[src/rtl/tmds_lane_serializer_if.sv]
// Word input stream for the multi-lane serializer: valid/ready handshake plus all lane words.
interface tmds_lane_serializer_if #(
    parameter int unsigned CHANNELS   = 3,
    parameter int unsigned WORD_WIDTH = 10
);
    logic                           in_valid;
    logic                           in_ready;
    logic [CHANNELS*WORD_WIDTH-1:0] in_data;

    modport master (output in_valid, output in_data, input in_ready);
    modport slave  (input in_valid, input in_data, output in_ready);
endinterface

[src/rtl/tmds_lane_serializer.sv]
// Multi-lane word serializer: word FIFO feeding per-lane shift registers that emit
// BITS_PER_CLK bits per lane per clock, with idle-word insertion on starvation.
module tmds_lane_serializer #(
    parameter int unsigned           CHANNELS         = 3,
    parameter int unsigned           WORD_WIDTH       = 10,
    parameter int unsigned           BITS_PER_CLK     = 2,
    parameter int unsigned           FIFO_DEPTH       = 4,
    parameter logic [WORD_WIDTH-1:0] IDLE_WORD        = 10'b1101010100,
    parameter bit                    LSB_FIRST        = 1'b1,
    parameter logic [15:0]           UFLOW_COUNT_INIT = 16'h0000
) (
    input  logic                               bit_clock,
    input  logic                               reset_n,
    input  logic                               enable,
    tmds_lane_serializer_if.slave              in_bus,
    output logic [CHANNELS*BITS_PER_CLK-1:0]   ser_data,
    output logic                               word_strobe,
    output logic                               underflow,
    output logic [15:0]                        underflow_count,
    output logic [$clog2(FIFO_DEPTH):0]        fifo_level
);
    localparam int unsigned P  = WORD_WIDTH / BITS_PER_CLK;
    localparam int unsigned PW = (P > 1) ? $clog2(P) : 1;
    localparam int unsigned AW = (FIFO_DEPTH > 1) ? $clog2(FIFO_DEPTH) : 1;
    localparam int unsigned LW = AW + 1;
    localparam int unsigned DW = CHANNELS * WORD_WIDTH;
    localparam logic [PW-1:0] LAST_PHASE = PW'(P - 1);

    logic [DW-1:0]                        mem [FIFO_DEPTH];
    logic [AW-1:0]                        wr_ptr;
    logic [AW-1:0]                        rd_ptr;
    logic [LW-1:0]                        level_nxt;
    logic [DW-1:0]                        head;
    logic [PW-1:0]                        phase;
    logic [CHANNELS-1:0][WORD_WIDTH-1:0]  sr;
    logic                                 push;
    logic                                 load;
    logic                                 pop;

    // Handshake and word-boundary decode; a word pushed this cycle is never popped this cycle
    assign push = in_bus.in_valid & in_bus.in_ready;
    assign load = enable & (phase == LAST_PHASE);
    assign pop  = load & (fifo_level != '0);
    assign head = mem[rd_ptr];

    // FIFO storage (data only, no reset needed)
    always_ff @(posedge bit_clock) begin
        if (push) begin
            mem[wr_ptr] <= in_bus.in_data;
        end
    end

    // Occupancy after this cycle's push/pop
    always_comb begin
        level_nxt = fifo_level;
        if (push && !pop) begin
            level_nxt = fifo_level + LW'(1);
        end else if (!push && pop) begin
            level_nxt = fifo_level - LW'(1);
        end
    end

    // FIFO pointers, level and registered ready
    always_ff @(posedge bit_clock or negedge reset_n) begin
        if (!reset_n) begin
            wr_ptr          <= '0;
            rd_ptr          <= '0;
            fifo_level      <= '0;
            in_bus.in_ready <= 1'b1;
        end else begin
            if (push) wr_ptr <= wr_ptr + AW'(1);
            if (pop)  rd_ptr <= rd_ptr + AW'(1);
            fifo_level      <= level_nxt;
            in_bus.in_ready <= (level_nxt != LW'(FIFO_DEPTH));
        end
    end

    // Bit phase within the current word; reset to the last phase so the first enabled edge loads
    always_ff @(posedge bit_clock or negedge reset_n) begin
        if (!reset_n) begin
            phase <= LAST_PHASE;
        end else if (enable) begin
            phase <= load ? '0 : phase + PW'(1);
        end
    end

    // Lane shift registers: load head word (or idle token) at word boundary, else shift toward output end
    always_ff @(posedge bit_clock or negedge reset_n) begin
        if (!reset_n) begin
            sr <= '0;
        end else if (load) begin
            sr <= pop ? head : {CHANNELS{IDLE_WORD}};
        end else if (enable) begin
            for (int c = 0; c < CHANNELS; c++) begin
                sr[c] <= LSB_FIRST ? (sr[c] >> BITS_PER_CLK) : (sr[c] << BITS_PER_CLK);
            end
        end
    end

    // Output end of each shift register, earliest bit in the lane LSB (pure flop outputs)
    always_comb begin
        ser_data = '0;
        for (int k = 0; k < CHANNELS; k++) begin
            for (int j = 0; j < BITS_PER_CLK; j++) begin
                ser_data[k*BITS_PER_CLK + j] = LSB_FIRST ? sr[k][j] : sr[k][WORD_WIDTH-1-j];
            end
        end
    end

    // Load strobe, underflow pulse and saturating underflow counter
    always_ff @(posedge bit_clock or negedge reset_n) begin
        if (!reset_n) begin
            word_strobe     <= 1'b0;
            underflow       <= 1'b0;
            underflow_count <= UFLOW_COUNT_INIT;
        end else begin
            word_strobe <= load;
            underflow   <= load & ~pop;
            if (load && !pop && (underflow_count != 16'hFFFF)) begin
                underflow_count <= underflow_count + 16'd1;
            end
        end
    end
endmodule

[src/flat_wrapper.sv]
// flat-port wrapper written by rule: the top's interface ports become plain ports
module tmds_lane_serializer_flat 
#(
    parameter int unsigned           CHANNELS         = 3,
    parameter int unsigned           WORD_WIDTH       = 10,
    parameter int unsigned           BITS_PER_CLK     = 2,
    parameter int unsigned           FIFO_DEPTH       = 4,
    parameter logic [WORD_WIDTH-1:0] IDLE_WORD        = 10'b1101010100,
    parameter bit                    LSB_FIRST        = 1'b1,
    parameter logic [15:0]           UFLOW_COUNT_INIT = 16'h0000
)
  (bit_clock, reset_n, enable, ser_data, word_strobe, underflow, underflow_count, fifo_level, in_bus_in_valid, in_bus_in_data, in_bus_in_ready);
  tmds_lane_serializer_if #(.CHANNELS(CHANNELS), .WORD_WIDTH(WORD_WIDTH)) in_bus_i ();
  input  logic bit_clock;
  input  logic reset_n;
  input  logic enable;
  output logic [CHANNELS*BITS_PER_CLK-1:0] ser_data;
  output logic word_strobe;
  output logic underflow;
  output logic [15:0] underflow_count;
  output logic [$clog2(FIFO_DEPTH):0] fifo_level;
  input wire logic [$bits(in_bus_i.in_valid)-1:0] in_bus_in_valid;
  input wire logic [$bits(in_bus_i.in_data)-1:0] in_bus_in_data;
  output wire logic [$bits(in_bus_i.in_ready)-1:0] in_bus_in_ready;
  assign in_bus_i.in_valid = in_bus_in_valid;
  assign in_bus_i.in_data = in_bus_in_data;
  assign in_bus_in_ready = in_bus_i.in_ready;
  tmds_lane_serializer #(.CHANNELS(CHANNELS), .WORD_WIDTH(WORD_WIDTH), .BITS_PER_CLK(BITS_PER_CLK), .FIFO_DEPTH(FIFO_DEPTH), .IDLE_WORD(IDLE_WORD), .LSB_FIRST(LSB_FIRST), .UFLOW_COUNT_INIT(UFLOW_COUNT_INIT)) u_core (.bit_clock(bit_clock), .reset_n(reset_n), .enable(enable), .in_bus(in_bus_i), .ser_data(ser_data), .word_strobe(word_strobe), .underflow(underflow), .underflow_count(underflow_count), .fifo_level(fifo_level));
endmodule
[config.mk]
export PLATFORM = sky130hd
export DESIGN_NAME = tmds_lane_serializer_flat
export DESIGN_NICKNAME = d
export VERILOG_FILES = /design/src/rtl/tmds_lane_serializer_if.sv /design/src/rtl/tmds_lane_serializer.sv /design/src/flat_wrapper.sv
export SDC_FILE = /design/constraint.sdc
export NUM_CORES = 1
export LEC_CHECK = 0
export ABC_AREA = 1
export BUFFER_PORTS_ARGS = -buffer_cell sky130_fd_sc_hd__clkbuf_2
export CORE_UTILIZATION = 54
export DETAILED_ROUTE_END_ITERATION = 8
export GPL_ROUTABILITY_DRIVEN = 0
export PLACE_DENSITY_LB_ADDON = 0.3
export SLEW_MARGIN = 20
export SYNTH_ARGS = -nofsm -noshare
export SYNTH_HDL_FRONTEND = slang
export SYNTH_SLANG_ARGS = --single-unit
export TNS_END_PERCENT = 20
[constraint.sdc]
create_clock -name bit_clock -period 2.5 [get_ports bit_clock]
set_input_delay 0 -clock bit_clock [delete_from_list [all_inputs] [get_ports bit_clock]]
set_output_delay 0 -clock bit_clock [all_outputs]
set_load 0.03 [all_outputs]
==> results.md <==
- The run finished with clean final reports.
- The CTS tree is yes.
- The highest attainable clock frequency is 524 MHz.
- For the worst setup path, the data arrival time is 2.21 ns.
- The number of cells in the finished layout apart from fillers is 972.
- Yosys mapped a number of flops with a built-in enable equal to 120.
- Data on the critical path is required at its endpoint by 2.80 ns.
- In this run the worst path has a maximum fanout of 24.
- The number of clock buffers inserted by TritonCTS is 17.
- After synthesis, the mean cell area works out to 11.1 sq um.
- The cell with the largest stage delay on the worst path is dfrtp_1.
- The critical path startpoint category is a register.
- The sequential share of power is 0.435.
- For this block, the via count after detailed routing is 5280.
- For this design, the sink count on the clock tree is 179.
- Clock-pin slew was measured on the worst setup and hold paths at 0.06 ns.
- The count of buffering cells on the critical path with inverters included is 2.
- The worst hold path belongs to the class primary input to register.
- The post-detailed-placement half-perimeter wirelength is 9.76 mm.
- The final-report hold violation count is 0.
- The share of the synthesized area in the top cell type is 0.473.
- The number of placed I/O pins is 62.
- The most frequently used cell type in the post-synthesis netlist is nand2_1.
- After filler insertion, the fill cell instance count of the layout stands at 1040.
- The initial antenna violation count is 0.
- For this run, the number of Yosys warnings is 0.
- The number of H-tree branching levels is 4.
- Grouping stages by cell kind, the critical path spends the most delay in simple AND/OR/NAND/NOR gates.
- Entering global routing, the biggest net connects 62 pins.
- The most used flip-flop cell after synthesis is edfxtp_1.
- For this design the ratio of total power to cell area is 1110 nW/um^2.
- The number of buffers between clock root and the deepest sink is 2.
- The floorplan step set the die height to 121 um.
- The first detailed-routing pass took 5 iterations.
- In the routed layout, each cell is associated on average with a via count of 5.43.
- edfxtp_1 takes more of the synthesized area than any other cell.
- The total chip power is 9.88 mW.
- The share of final-layout standard cells stronger than drive strength 1 is 0.165.
- The final design instance area without fill is 8910 sq um.
- The stage delay of the slowest cell on the critical path is 0.40 ns.
- The part of the power in the clock network is 0.244.
- The sequential fraction of the synthesis area is 0.667.
- In the final layout, flip-flops and latches occupy 5080 sq um.
- Synthesis inferred 179 register bits.
- The count of nets left with antenna violations once routing finished came out at 0.
- After synthesis, the netlist uses 39 different library cells.
- In the routed design, unresolved DRC markers number 0.
- Compared with the post-synthesis result, the final layout area differs by 16.9%.
- The number of failing setup endpoints in the final timing report is 0.
- The worst hold-check slack is 0.124 ns.
- Counting instances, the worst hold path has a depth of 3.
- The first global-routing pass estimated 25.4 mm of wire.
- The post-route minimum period is 1.91 ns.
- For the pin with the worst max-slew slack, the measured transition is 0.766 ns.
- Of the total power, the share spent switching nets is 0.370.
- The total overflow left after global routing is 0.
- The cell at the root of the clock tree is clkbuf_16.
- The number of global-route vias before repair is 5215.
- Dividing the final minimum period by the clock period gives 0.763.
- After routing, the total negative slack on setup checks comes to 0 ns.
- The count of buffers added on input and output ports is 61.
- The number of cells on the worst reg-to-reg path is 9.
- After the last flow step, the layout net total stands at 823.
- Yosys attributes the largest share of cell area to edfxtp_1 (47%), dfrtp_1 (19%), nand2_1 (6.5%).
- In the synthesized netlist the async set-or-reset flop fraction comes to 0.330.
- At the placement stage, the worst setup path has a slack of 0.598 ns.
- Once routing completed, OpenROAD measured the worst setup slack at 0.591 ns.
- In this run the static leakage power is 3.64 nW.
- The worst-skew pair later-pin latency is 0.43 ns.
- The number of gates resized after CTS is 0.
- The multi-input combinational cells in the finished layout cover a total of 2110 sq um.
- Across the run, the number of max-cap violations was 0.
- The summed instance area of the synthesized netlist is 7620 sq um.
- The number of instances in the synthesized netlist is 689.
- For flop-to-flop paths, the worst setup slack is 0.59 ns.
- Across every metal layer, demand over resource in global routing totals 0.234.
- The fraction of power consumed by combinational cells is 0.322.
- The number of violations reported at the end of detailed-routing iteration 0 is 473.
- The initial core utilization is 0.551.
- IR analysis of the VDD net gives a maximum drop of 0.526 mV.
- The initialized floorplan defines 43 standard-cell rows.
- The overall routed net length is 15.9 mm.
- In this run the horizontal extent of the chip is 121 um.
- The setup path with the least slack is of type register to register.
- The signal on the critical path passes through inv_1 -> ha_1 -> nand2_4 -> nor2_8 -> nand2_4 -> clkinv_2 -> o21ai_1 -> o21ai_0 -> o21ai_1.
- The final setup skew is 0.0112 ns.
- 0 antenna diodes ended up in the layout.
- Dividing the detail-routed wire length by the instance count gives 16.4 um.
- The commonest cells after synthesis are nand2_1 (131), edfxtp_1 (120), nor2_1 (96).
- After detailed placement, the design holds a cell count of 908.
- The endpoint class of the critical path is a register.
- In this run the number of cells on the critical path is 9.
- The number of nets produced by synthesis is 733.
- The internal portion of the total power is 6.22 mW.
- The worst relative slew slack is 0.489.
- At the end of the flow the core is filled with cells to 0.644.
- The final number of max-transition violations is 0.
- The region available for standard cell placement spans 13800 sq um.
- Summing all placed instances gives a cell area of 8060 sq um.
- The switching power is 3.65 mW.
- Setup repair after global routing left no endpoint under its margin.
- The die covers 14600 sq um.
-- metal layers --
metal	up-vias	wire [um]	GRT usage
met5	-	0	0
met3	29	1010	0.0467
met1	2541	6620	0.291
met4	0	342	0.118
li1	2514	-	-
met2	196	7970	0.391
-- power groups by stage --
stage,combinational (mW),clock [mW],sequential (mW)
2_1_floorplan,2.06,0,4.46
3_3_place_gp,3.02,0,4.31
3_5_place_dp,3.12,0,4.35
4_1_cts,3.20,2.43,4.29
5_1_grt,3.51,2.54,4.36
6_report,3.18,2.41,4.29
-- final timing paths --
check / to / start
worst max-delay path: u_core.sr[12] / u_core.phase[0]
worst min-delay path: u_core.wr_ptr[0] / in_bus_in_valid
worst max register to register: u_core.sr[12] / u_core.phase[0]
worst min register to register: u_core.sr[29] / u_core.sr[29]
max in group asynchronous: u_core.sr[15] / reset_n
min in group asynchronous: u_core.underflow_count[7] / reset_n
-- cell families (layout without fill, tap and decap cells) --
logic type	Yosys count	count (layout)	synth area share
AOI/OAI and AO/OA	129	129	0.0943
buffers and inverters	91	194	0.0578
DFF	179	179	0.667
xor gates and xnor gates	14	14	0.0161
adders and majority gates	10	10	0.0164
and+or+nand+nor	266	266	0.148
-- worst register-to-register path, cell delays in order (launching register included) --
cell      delay, ns
dfrtp_1        0.40
inv_1          0.07
ha_1           0.18
nand2_4        0.13
nor2_8         0.23
nand2_4        0.09
clkinv_2       0.27
o21ai_1        0.11
o21ai_0        0.19
o21ai_1        0.11
-- registers in the layout (all words and copies together) (netlist names) --
name / count
u_core.mem: 120
u_core.sr: 24
u_core.underflow_count: 16
u_core.ser_data: 6
u_core.fifo_level: 3
u_core.phase: 3
u_core.rd_ptr: 2
u_core.wr_ptr: 2
u_core.in_bus.in_ready: 1
u_core.underflow: 1
u_core.word_strobe: 1
-- cells in the final DEF, fill, tap and decap left out, types with 9 or more instances in the layout --
cell type      instances
xor2_1                 9
nor2_1                92
nand3_1               24
o211ai_1              11
nand2_1              131
o21ai_1               16
a21oi_1               12
o21ai_0               72
dfrtp_1               57
dlygate4sd3_1         32
clkbuf_16             17
edfxtp_1             120
buf_4                 12
inv_1                 48
o22ai_1                9
ha_1                  10
clkbuf_2              61
-- layout make-up --
class | instances | area share
inverters | 56 | 0.0254
clock buffers | 18 | 0.0482
flip-flops and latches | 179 | 0.571
clock inverters | 14 | 0.0115
repair buffers | 106 | 0.0826
multi-input cells | 419 | 0.236
well taps | 180 | 0.0253
-- repair_timing --
item                                    CTS  global route
hold buffers                             32             0
buffers inserted                          0             0
endpoints found under the setup margin    0             0
endpoints found under the hold margin   179             0
Power figures use the tool's default switching activity.
